<file path="src/rtl/if_stage_pkg.sv">
// ----------------------------------------------------------------------------
// if_stage_pkg
// Shared definitions for the instruction-fetch stage:
//   - PC_RESET_DEFAULT : first fetch address after reset
//   - FS_TO_DS_BUS_WD  : width of the fetch->decode bus, laid out {adef, pc, inst}
//   - fs_state_e       : fetch control states
//   - pack_fs_bus()    : builds one fetch->decode bus word
// ----------------------------------------------------------------------------
package if_stage_pkg;

   localparam logic [31:0] PC_RESET_DEFAULT = 32'h1c00_0000;

   // Fetch->decode bus layout: {adef[64], pc[63:32], inst[31:0]}
   localparam int FS_TO_DS_BUS_WD = 65;
   localparam int BUS_INST_LSB    = 0;
   localparam int BUS_PC_LSB      = 32;
   localparam int BUS_ADEF_BIT    = 64;

   typedef enum logic [1:0] {
      FS_FETCH    = 2'd0,
      FS_STALL    = 2'd1,
      FS_REDIRECT = 2'd2
   } fs_state_e;

   function automatic logic [FS_TO_DS_BUS_WD-1:0] pack_fs_bus(
      input logic        adef,
      input logic [31:0] pc,
      input logic [31:0] inst
   );
      return {adef, pc, inst};
   endfunction

endpackage

</file>
<file path="src/rtl/if_stage_inst_fifo.sv">
// ----------------------------------------------------------------------------
// if_stage_inst_fifo
// DEPTH x WIDTH instruction buffer between the SRAM return path and decode.
// Flush has priority over push and pop. Head is read combinationally from
// the storage array so decode sees the oldest entry without extra latency.
// Ports:
//   clk, reset          clock, asynchronous active-high reset
//   push, push_data     write one entry at the tail
//   pop                 retire the head entry
//   flush               drop every entry (wins over push/pop)
//   count               number of valid entries (0..DEPTH)
//   head                oldest entry (meaningless when count==0)
// ----------------------------------------------------------------------------
module if_stage_inst_fifo #(
   parameter int DEPTH = 2,
   parameter int WIDTH = 65
) (
   input  logic                     clk,
   input  logic                     reset,
   input  logic                     push,
   input  logic [WIDTH-1:0]         push_data,
   input  logic                     pop,
   input  logic                     flush,
   output logic [$clog2(DEPTH):0]   count,
   output logic [WIDTH-1:0]         head
);

   localparam int AW = $clog2(DEPTH);
   localparam logic [AW:0] DEPTH_C = (AW+1)'(DEPTH);

   logic [WIDTH-1:0] mem [DEPTH];
   logic [AW-1:0]    rd_ptr_reg;
   logic [AW-1:0]    wr_ptr_reg;
   logic [AW:0]      count_reg;
   logic             do_push;
   logic             do_pop;

   assign do_pop  = pop  && !flush && (count_reg != '0);
   // A push into a full buffer is only legal when the head leaves in the same cycle.
   assign do_push = push && !flush && ((count_reg != DEPTH_C) || do_pop);

   always_ff @(posedge clk or posedge reset) begin
      if (reset) begin
         rd_ptr_reg <= '0;
         wr_ptr_reg <= '0;
         count_reg  <= '0;
      end else if (flush) begin
         rd_ptr_reg <= '0;
         wr_ptr_reg <= '0;
         count_reg  <= '0;
      end else begin
         if (do_push) wr_ptr_reg <= wr_ptr_reg + AW'(1);
         if (do_pop)  rd_ptr_reg <= rd_ptr_reg + AW'(1);
         case ({do_push, do_pop})
            2'b10:   count_reg <= count_reg + (AW+1)'(1);
            2'b01:   count_reg <= count_reg - (AW+1)'(1);
            default: count_reg <= count_reg;
         endcase
      end
   end

   // Storage carries no reset; validity is tracked by count_reg alone.
   always_ff @(posedge clk) begin
      if (do_push) mem[wr_ptr_reg] <= push_data;
   end

   assign count = count_reg;
   assign head  = mem[rd_ptr_reg];

endmodule

</file>
<file path="src/rtl/if_stage.sv">
// ----------------------------------------------------------------------------
// if_stage
// Instruction-fetch stage: issues sequential PCs to a one-cycle-latency
// instruction SRAM, buffers returned words in a small FIFO and hands
// {pc, inst, adef} to decode over a valid/allow-in handshake. A one-cycle
// br_taken pulse flushes buffered and in-flight fetches and redirects.
// Optional feature macro: IF_ADDR_ALIGN_CHECK_EN
//   defined   : a misaligned br_target produces one adef entry, then issue
//               stays blocked until the next redirect or reset
//   undefined : br_target[1:0] is forced to 0, fs_to_ds_excp_adef is 0
// Ports:
//   clk, reset                         clock, asynchronous active-high reset
//   inst_sram_en/we/addr/wdata/rdata   instruction SRAM (read-only use)
//   br_taken, br_target                redirect pulse and target from decode
//   ds_allow_in                        decode accepts the head this cycle
//   fs_to_ds_valid/pc/inst/excp_adef   buffer head towards decode
// ----------------------------------------------------------------------------
module if_stage
   import if_stage_pkg::*;
#(
   parameter int          DEPTH    = 2,
   parameter logic [31:0] PC_RESET = PC_RESET_DEFAULT
) (
   input  logic        clk,
   input  logic        reset,
   output logic        inst_sram_en,
   output logic        inst_sram_we,
   output logic [31:0] inst_sram_addr,
   output logic [31:0] inst_sram_wdata,
   input  logic [31:0] inst_sram_rdata,
   input  logic        br_taken,
   input  logic [31:0] br_target,
   input  logic        ds_allow_in,
   output logic        fs_to_ds_valid,
   output logic [31:0] fs_to_ds_pc,
   output logic [31:0] fs_to_ds_inst,
   output logic        fs_to_ds_excp_adef
);

   localparam int CW = $clog2(DEPTH) + 1;
   localparam logic [CW:0] DEPTH_C = (CW+1)'(DEPTH);

   logic [31:0]  fetch_pc_reg;
   logic         inflight_reg;
   logic [31:0]  inflight_pc_reg;
   logic         discard_reg;
   fs_state_e    state_reg;
   fs_state_e    state_next;

   logic [CW-1:0]              fifo_count;
   logic [FS_TO_DS_BUS_WD-1:0] fifo_head;
   logic [FS_TO_DS_BUS_WD-1:0] fifo_push_data;
   logic                       fifo_push;
   logic                       pop;
   logic [CW:0]                occupancy;
   logic                       issue;
   logic                       issue_block;
   logic [31:0]                br_target_eff;
   logic                       adef_en;

   // Handshake depends only on registered FIFO state, never on inst_sram_rdata.
   assign fs_to_ds_valid = (fifo_count != '0);
   assign pop            = fs_to_ds_valid && ds_allow_in;

   // Entries already buffered plus the one returning this cycle, minus the
   // one leaving: a new request is allowed only if its return will fit.
   assign occupancy = {1'b0, fifo_count}
                    + {{CW{1'b0}}, inflight_reg}
                    - {{CW{1'b0}}, pop};

`ifdef IF_ADDR_ALIGN_CHECK_EN
   logic adef_pend_reg;   // push the fault entry next cycle
   logic adef_lock_reg;   // hold off issue after a faulting redirect
   logic br_misalign;

   assign br_misalign   = |br_target[1:0];
   assign br_target_eff = br_target;
   assign issue_block   = adef_lock_reg;
   assign adef_en       = 1'b1;

   always_ff @(posedge clk or posedge reset) begin
      if (reset) begin
         adef_pend_reg <= 1'b0;
         adef_lock_reg <= 1'b0;
      end else if (br_taken) begin
         adef_pend_reg <= br_misalign;
         adef_lock_reg <= br_misalign;
      end else begin
         adef_pend_reg <= 1'b0;
      end
   end

   // fetch_pc_reg already holds the faulting target in the cycle after the redirect.
   assign fifo_push      = adef_pend_reg || (inflight_reg && !discard_reg);
   assign fifo_push_data = adef_pend_reg ? pack_fs_bus(1'b1, fetch_pc_reg, 32'h0)
                                         : pack_fs_bus(1'b0, inflight_pc_reg, inst_sram_rdata);
`else
   assign br_target_eff  = br_target & 32'hffff_fffc;
   assign issue_block    = 1'b0;
   assign adef_en        = 1'b0;
   assign fifo_push      = inflight_reg && !discard_reg;
   assign fifo_push_data = pack_fs_bus(1'b0, inflight_pc_reg, inst_sram_rdata);
`endif

   // reset gates issue so the SRAM sees no request while reset is held.
   assign issue = !reset && !br_taken && !issue_block && (occupancy < DEPTH_C);

   assign inst_sram_en    = issue;
   assign inst_sram_we    = 1'b0;
   assign inst_sram_addr  = fetch_pc_reg;
   assign inst_sram_wdata = 32'h0;

   if_stage_inst_fifo #(
      .DEPTH (DEPTH),
      .WIDTH (FS_TO_DS_BUS_WD)
   ) u_inst_fifo (
      .clk       (clk),
      .reset     (reset),
      .push      (fifo_push),
      .push_data (fifo_push_data),
      .pop       (pop),
      .flush     (br_taken),
      .count     (fifo_count),
      .head      (fifo_head)
   );

   // Head fields are masked when empty so decode sees zeros, not stale storage.
   assign fs_to_ds_pc        = fs_to_ds_valid ? fifo_head[BUS_PC_LSB +: 32]   : 32'h0;
   assign fs_to_ds_inst      = fs_to_ds_valid ? fifo_head[BUS_INST_LSB +: 32] : 32'h0;
   assign fs_to_ds_excp_adef = fs_to_ds_valid && adef_en && fifo_head[BUS_ADEF_BIT];

   // Control state: tracks whether fetch is running, back-pressured or redirecting.
   always_comb begin
      state_next = state_reg;
      if (br_taken) begin
         state_next = FS_REDIRECT;
      end else begin
         case (state_reg)
            FS_FETCH:    if (!issue) state_next = FS_STALL;
            FS_STALL:    if (pop)    state_next = FS_FETCH;
            FS_REDIRECT:             state_next = FS_FETCH;
            default:                 state_next = FS_FETCH;
         endcase
      end
   end

   always_ff @(posedge clk or posedge reset) begin
      if (reset) begin
         state_reg       <= FS_FETCH;
         fetch_pc_reg    <= PC_RESET;
         inflight_reg    <= 1'b0;
         inflight_pc_reg <= 32'h0;
         discard_reg     <= 1'b0;
      end else begin
         state_reg    <= state_next;
         inflight_reg <= issue;
         // A word still returning when the redirect arrives must not reach decode.
         discard_reg  <= br_taken && inflight_reg;
         if (br_taken) begin
            fetch_pc_reg <= br_target_eff;
         end else if (issue) begin
            fetch_pc_reg    <= fetch_pc_reg + 32'd4;
            inflight_pc_reg <= fetch_pc_reg;
         end
      end
   end

endmodule

</file>
<file path="config.mk">
export PLATFORM = sky130hd
export DESIGN_NAME = if_stage
export DESIGN_NICKNAME = d
export VERILOG_FILES = /design/src/rtl/if_stage_pkg.sv /design/src/rtl/if_stage_inst_fifo.sv /design/src/rtl/if_stage.sv
export SDC_FILE = /design/constraint.sdc
export NUM_CORES = 1
export LEC_CHECK = 0
export BUFFER_PORTS_ARGS = -buffer_cell sky130_fd_sc_hd__buf_4
export CAP_MARGIN = 30
export CORE_MARGIN = 5
export CORE_UTILIZATION = 53
export CTS_CLUSTER_DIAMETER = 150
export CTS_CLUSTER_SIZE = 16
export DETAILED_ROUTE_END_ITERATION = 7
export MAX_ROUTING_LAYER = met4
export PLACE_DENSITY = 0.8
export SLEW_MARGIN = 20
export SYNTH_ARGS = -nofsm -noshare
export SYNTH_HDL_FRONTEND = slang
export SYNTH_SLANG_ARGS = --single-unit
</file>
<file path="constraint.sdc">
create_clock -name clk -period 7.74 [get_ports clk]
set_input_delay 0.774 -clock clk [delete_from_list [all_inputs] [get_ports clk]]
set_output_delay 0.774 -clock clk [all_outputs]
set_load 0.02 [all_outputs]
</file>
==> results of run 1 <==
worst max path at each step:
stage / startpoint / endpoint / slack (ps) / depth (start not counted)
6_report: u_inst_fifo.count[1] / inst_sram_en / 3540 / 10
5_1_grt: u_inst_fifo.count[1] / inst_sram_addr[28] / 3330 / 13
4_1_cts: u_inst_fifo.count[1] / inst_sram_en / 3510 / 10
3_5_place_dp: ds_allow_in / inst_sram_addr[28] / 3360 / 12
3_3_place_gp: ds_allow_in / inst_sram_addr[28] / 3400 / 12
2_1_floorplan: br_taken / u_inst_fifo.mem[1][0] / 1410 / 3
worst register-to-register path: stages (launching register included):
cell,delay [ps]
dfrtp_1,500
nor2_4,130
inv_1,50
and2_1,180
ha_1,270
nand2b_1,150
fa_1,380
xor2_1,170
or4b_4,790
inv_1,220
buf_4,400
nand3_1,270
or4_1,510
nand3_1,90
cell families after synthesis:
logic type / share of synthesized area
AO/OA/AOI/OAI: 0.0525
XOR/XNOR: 0.00430
adder cells (fa/ha/maj): 0.00552
buffers and inverters: 0.0529
flip-flops: 0.660
multiplexers: 0.0798
other: 0.000460
AND/OR/NAND/NOR: 0.145
metal layers:
layer | global-route usage | vias to the layer above | share of wire
met5 | - | - | 0
met4 | 0.0713 | 0 | 0.013
met3 | 0.0484 | 26 | 0.087
met2 | 0.303 | 268 | 0.47
met1 | 0.282 | 2728 | 0.43
li1 | - | 2624 | -
metrics by stage:
step | hold WS, ps | cells | power, W
after CTS | 460 | 1020 | 0.00239
final | 451 | 1021 | 0.00237
after global routing | 494 | 1021 | 0.00248
after floorplan | 442 | 702 | 0.00144
after detailed placement | 454 | 988 | 0.00157
after global placement | 449 | 987 | 0.00155
power by group:
part / leakage [nW] / switching [W] / internal [W] / total, W
combinational: 1.89 / 0.000176 / 0.000119 / 0.000295
sequential: 1.95 / 0.0000744 / 0.00118 / 0.00125
clock: 0.266 / 0.000378 / 0.000451 / 0.000829
cell usage in the layout (no fill, tap or decap), types with 10 or more instances in the layout:
| master | netlist | final |
|---|---|---|
| buf_4 | 38 | 166 |
| edfxtp_1 | 124 | 124 |
| nand2_1 | 122 | 122 |
| nor2_1 | 75 | 74 |
| mux2i_1 | 65 | 65 |
| dfrtp_1 | 63 | 62 |
| conb_1 | 1 | 38 |
| nand3_1 | 22 | 22 |
| clkbuf_16 | 0 | 17 |
| o21ai_0 | 16 | 16 |
| o311ai_0 | 11 | 11 |
| and3_1 | 10 | 10 |
final cells by class:
type	count	area (um2)	share of cell area
Clock buffer	19	433	0.0434
Clock inverter	13	131	0.0132
Inverter	6	22.5	0.00226
Multi-Input combinational cell	437	2500	0.251
Sequential cell	190	5380	0.540
Tap cell	188	235	0.0236
Timing Repair Buffer	168	1270	0.127
==> metrics.md, run 1 <==
| Metric | Value |
|---|---|
| Status | complete, no violations |
| Critical path cell sequence | nor2_4, inv_1, and2_1, ha_1, nand2b_1, fa_1, xor2_1, or4b_4, inv_1, buf_4 |
| Fin crit period | 4200 ps |
| Placer's final routability congestion estimate | 0.896 |
| Initial antenna violation count | 0 |
| Routed Antenna Nets | 0 |
| Starting Density | 0.538 |
| DRC | 0 |
| Hold Fails Final Rpt | 0 |
| Total grt overflow | 0 |
| Global-route wire length before repair | 28,400 um |
| Routed wire length per instance | 17.2 um |
| Die Span Y | 134 um |
| Setup Viol. Count Final | 0 |
| Synth Instances | 665 |
| Row cnt | 45 |
| DRT iter0 DRCs | 436 |
| Register area share after synthesis | 0.660 |
| Worst-path fanout max | 58 |
| Post-synth top area share | 0.457 |
| Worst path bufs/invs | 3 |
| Top-count cell post-synth | edfxtp_1 |
| Synth area leaders | edfxtp_1 46%, dfrtp_1 19%, mux2i_1 8.0%, nand2_1 5.6%, buf_4 3.5% |
| CTS tree | built |
| Nets@finish | 891 |
| Core Footprint | 15,100 um2 |
| Largest net degree at the start of global routing | 64 |
| Leak | 4.10 nW |
| Clock-pin slew on the worst setup and hold paths | 70 ps |
| Top delay family on crit path | simple AND/OR/NAND/NOR gates |
| Worst-margin pin slew | 716 ps |
| CP required | 6970 ps |
| Avg Vias per Cell | 5.53 |
| Layout cell share with drive strength beyond 1 | 0.255 |
| Worst slack, placed | 3360 ps |
| Critical-path top delay cell | or4b_4 |
| Post-layout util | 0.659 |
| Max IR drop VDD | 0.000175 V |
| Chip Width | 134 um |
| Number of buffers created by CTS | 17 |
| Most used cell, CP | inv_1 |
| Design area | 9970 um2 |
| PortBufs | 159 |
| Ant. Diodes | 0 |
| FF-to-FF End | inst_sram_addr[28] |
| CTS H-tree lvls | 4 |
| Cells on worst reg2reg path | 13 |
| RR Startpoint | u_inst_fifo.count[1] |
| Mean Syn Cell Area | 12.3 um2 |
| Synth Cell Area | 8150 um2 |
| Unrepaired setup endpoints after global routing | no |
| Worst Setup End Kind | primary output |
| Final wirelength | 17,600 um |
| Max-cap violations | 0 |
| CTS sink count | 190 |
| Setup CP Type | reg2out |
| Setup_tns | 0 ps |
| Hold Path Class | in2async |
| Distinct cell type count after synthesis | 44 |
| CP max stage delay | 790 ps |
| Max reg flops | 124 |
| Clk_lat worst skew | 420 ps |
| Total Routing Usage GR | 0.205 |
| Post-synth EDFFs | 124 |
| Die ar. | 18,000 um2 |
| Post-CTS Setup Inserts | 0 |
| Post-DP HPWL | 11,900 um |
| Vias | 5,646 |
| Final worst-path cycle share | 0.543 |
| Setup Skew | 7.91 ps |
| Pwr Density | 238 nW/um2 |
| Filler cell count | 1,143 |
| Yosys warns | 0 |
| Io pins | 200 |
| Vias in the first global route | 5,543 |
| Final worst slack | 3540 ps |
| PostCTS Resize Cnt | 0 |
| Yosys top cell by area | edfxtp_1 |
| Syn-to-layout area delta | 22.3% |
| Arrival @ worst endpoint | 3430 ps |
| Synth async-reset ratio | 0.347 |
| CTS root buf | clkbuf_16 |
| CTS max path bufs | 2 |
| CTS Hold Bufs | 0 |
| List of most frequent post-synthesis cells | 124 x edfxtp_1, 122 x nand2_1, 75 x nor2_1 |
| Main synth FF type | edfxtp_1 |
| Area after DPL | 9410 um2 |
| Critical Path Start Type | flop |
| Pre-Repair DR Iteration Count | 5 |
| R2R Setup Slk | 3570 ps |
| Final slew viol count | 0 |
| Max Clk Rate | 0.238 GHz |
| Worst slew margin | 0.523 |
| Yosys reg bits | 190 |
Note: power is estimated with default switching activity, not from simulation.
==> run 2: changes to the inputs <==
- clock period: 7.74 -> 4.1 ns (I/O delays scaled with it)
==> metrics.md, run 2 (same netlist as run 1, synthesis figures left out) <==
| Metric | Value |
|---|---|
| Critical Path Start Type | flop |
| Arrival @ worst endpoint | 3470 ps |
| Starting Density | 0.538 |
| Final worst slack | 225 ps |
| CTS max path bufs | 2 |
| Number of buffers created by CTS | 17 |
| Final wirelength | 17,400 um |
| Hold Path Class | in2async |
| Clk_lat worst skew | 420 ps |
| Worst-margin pin slew | 990 ps |
| Initial antenna violation count | 0 |
| CP required | 3690 ps |
| Pre-Repair DR Iteration Count | 5 |
| DRT iter0 DRCs | 450 |
| DRC | 0 |
| Setup Skew | 4.90 ps |
| Unrepaired setup endpoints after global routing | no |
| Total grt overflow | 0 |
| Worst path bufs/invs | 4 |
| PortBufs | 159 |
| Hold Fails Final Rpt | 0 |
| Worst slack, placed | 411 ps |
| Area after DPL | 9410 um2 |
| CTS Hold Bufs | 0 |
| Die ar. | 18,000 um2 |
| Routed Antenna Nets | 0 |
| Clock-pin slew on the worst setup and hold paths | 70 ps |
| Max reg flops | 124 |
| Setup Viol. Count Final | 0 |
| Chip Width | 134 um |
| Max IR drop VDD | 0.000314 V |
| Io pins | 200 |
| Leak | 4.10 nW |
| Ant. Diodes | 0 |
| CTS root buf | clkbuf_16 |
| Design area | 10000 um2 |
| Row cnt | 45 |
| Core Footprint | 15,100 um2 |
| Vias | 5,621 |
| Most used cell, CP | inv_1 |
| Total Routing Usage GR | 0.202 |
| CTS H-tree lvls | 4 |
| Max-cap violations | 0 |
| Placer's final routability congestion estimate | 0.879 |
| CTS sink count | 190 |
| Nets@finish | 890 |
| Max Clk Rate | 0.258 GHz |
| Status | complete, no violations |
| Layout cell share with drive strength beyond 1 | 0.256 |
| Fin crit period | 3880 ps |
| Avg Vias per Cell | 5.51 |
| Commonest non-fill, non-tap cells in the layout | 164 x buf_4, 124 x edfxtp_1, 122 x nand2_1, 74 x nor2_1, 65 x mux2i_1 |
| Pwr Density | 448 nW/um2 |
| Global-route wire length before repair | 28,400 um |
| Vias in the first global route | 5,556 |
| Critical-path top delay cell | or4b_4 |
| Setup_tns | 0 ps |
| Top delay family on crit path | simple AND/OR/NAND/NOR gates |
| Largest net degree at the start of global routing | 64 |
| Crit path depth | 11 |
| Post-CTS Setup Inserts | 0 |
| Worst Setup End Kind | primary output |
| Commonest non-fill, non-tap cell in the layout | buf_4 |
| CP max stage delay | 660 ps |
| Syn-to-layout area delta | 22.6% |
| Setup CP Type | reg2out |
| Final worst-path cycle share | 0.945 |
| Die Span Y | 134 um |
| Worst-path fanout max | 42 |
| FF-to-FF End | inst_sram_addr[25] |
| RR Startpoint | u_inst_fifo.count[1] |
| Routed wire length per instance | 17.1 um |
| Final slew viol count | 0 |
| R2R Setup Slk | 440 ps |
| Post-DP HPWL | 11,700 um |
| Worst slew margin | 0.334 |
| CTS tree | built |
| Cells on worst reg2reg path | 11 |
| Critical path cell sequence | nor2_4, inv_1, and2_1, ha_1, nand2b_1, fa_1, xor2_1, or4b_4, inv_1, buf_12, buf_4 |
run 2: cell count changes in the layout (fill, tap and decap cells not counted), sizes merged:
cell and change:
clkbuf -2, buf -1, or4b +1, clkinvlp +1
run 2: per-stage QoR:
stage,std cells,utilization,total power [W],hold slack (ps)
6_report,1020,0.660,0.00447,146
5_1_grt,1020,0.660,0.00466,156
4_1_cts,1019,0.658,0.00451,146
3_5_place_dp,987,0.621,0.00296,461
3_3_place_gp,986,0.620,0.00293,451
2_1_floorplan,702,-,0.00272,442
run 2: area by class of cell:
cell class,instances,area [um2]
timing repair buffer,166,1270
multi-input combinational,438,2520
clock inverter,14,133
sequential,190,5380
fill,1157,5150
inverter,6,22.5
tap,188,235
clock buffer,18,429
run 2: routing by layer:
| layer | part of all wire | up-vias | GRT usage | wire, um |
|---|---|---|---|---|
| li1 | - | 2632 | - | - |
| met1 | 0.45 | 2713 | 0.288 | 7820 |
| met2 | 0.46 | 258 | 0.298 | 8020 |
| met3 | 0.083 | 18 | 0.0435 | 1440 |
| met4 | 0.0083 | 0 | 0.0571 | 145 |
| met5 | 0 | - | - | 0 |
run 2: worst max-delay path by stage:
stage                                    start                  to  slack [ps]
after floorplan           u_inst_fifo.count[1]        inst_sram_en         140
after global placement    u_inst_fifo.count[1]  inst_sram_addr[25]         470
after detailed placement  u_inst_fifo.count[1]  inst_sram_addr[25]         410
after CTS                 u_inst_fifo.count[1]        inst_sram_en         0.9
after global routing      u_inst_fifo.count[1]        inst_sram_en          80
final                     u_inst_fifo.count[1]        inst_sram_en         220
run 2: report_power, final:
part / leakage (nW) / switching [W] / internal, W
sequential: 1.95 / 0.000142 / 0.00222
combinational: 1.89 / 0.000334 / 0.000229
clock: 0.263 / 0.000702 / 0.000847
run 2: worst register-to-register path, stage by stage, from the launching register on:
cell	delay [ps]
dfrtp_2	480
nor2_4	110
inv_1	50
and2_1	170
ha_1	260
nand2b_1	150
fa_1	370
xor2_1	200
or4b_4	660
or4_4	610
or4_1	420
nand3_1	100
run 2: timing repair:
item	CTS	global route
endpoints found under the hold margin	0	0
setup endpoints to repair	0	1
gates resized for setup	0	5
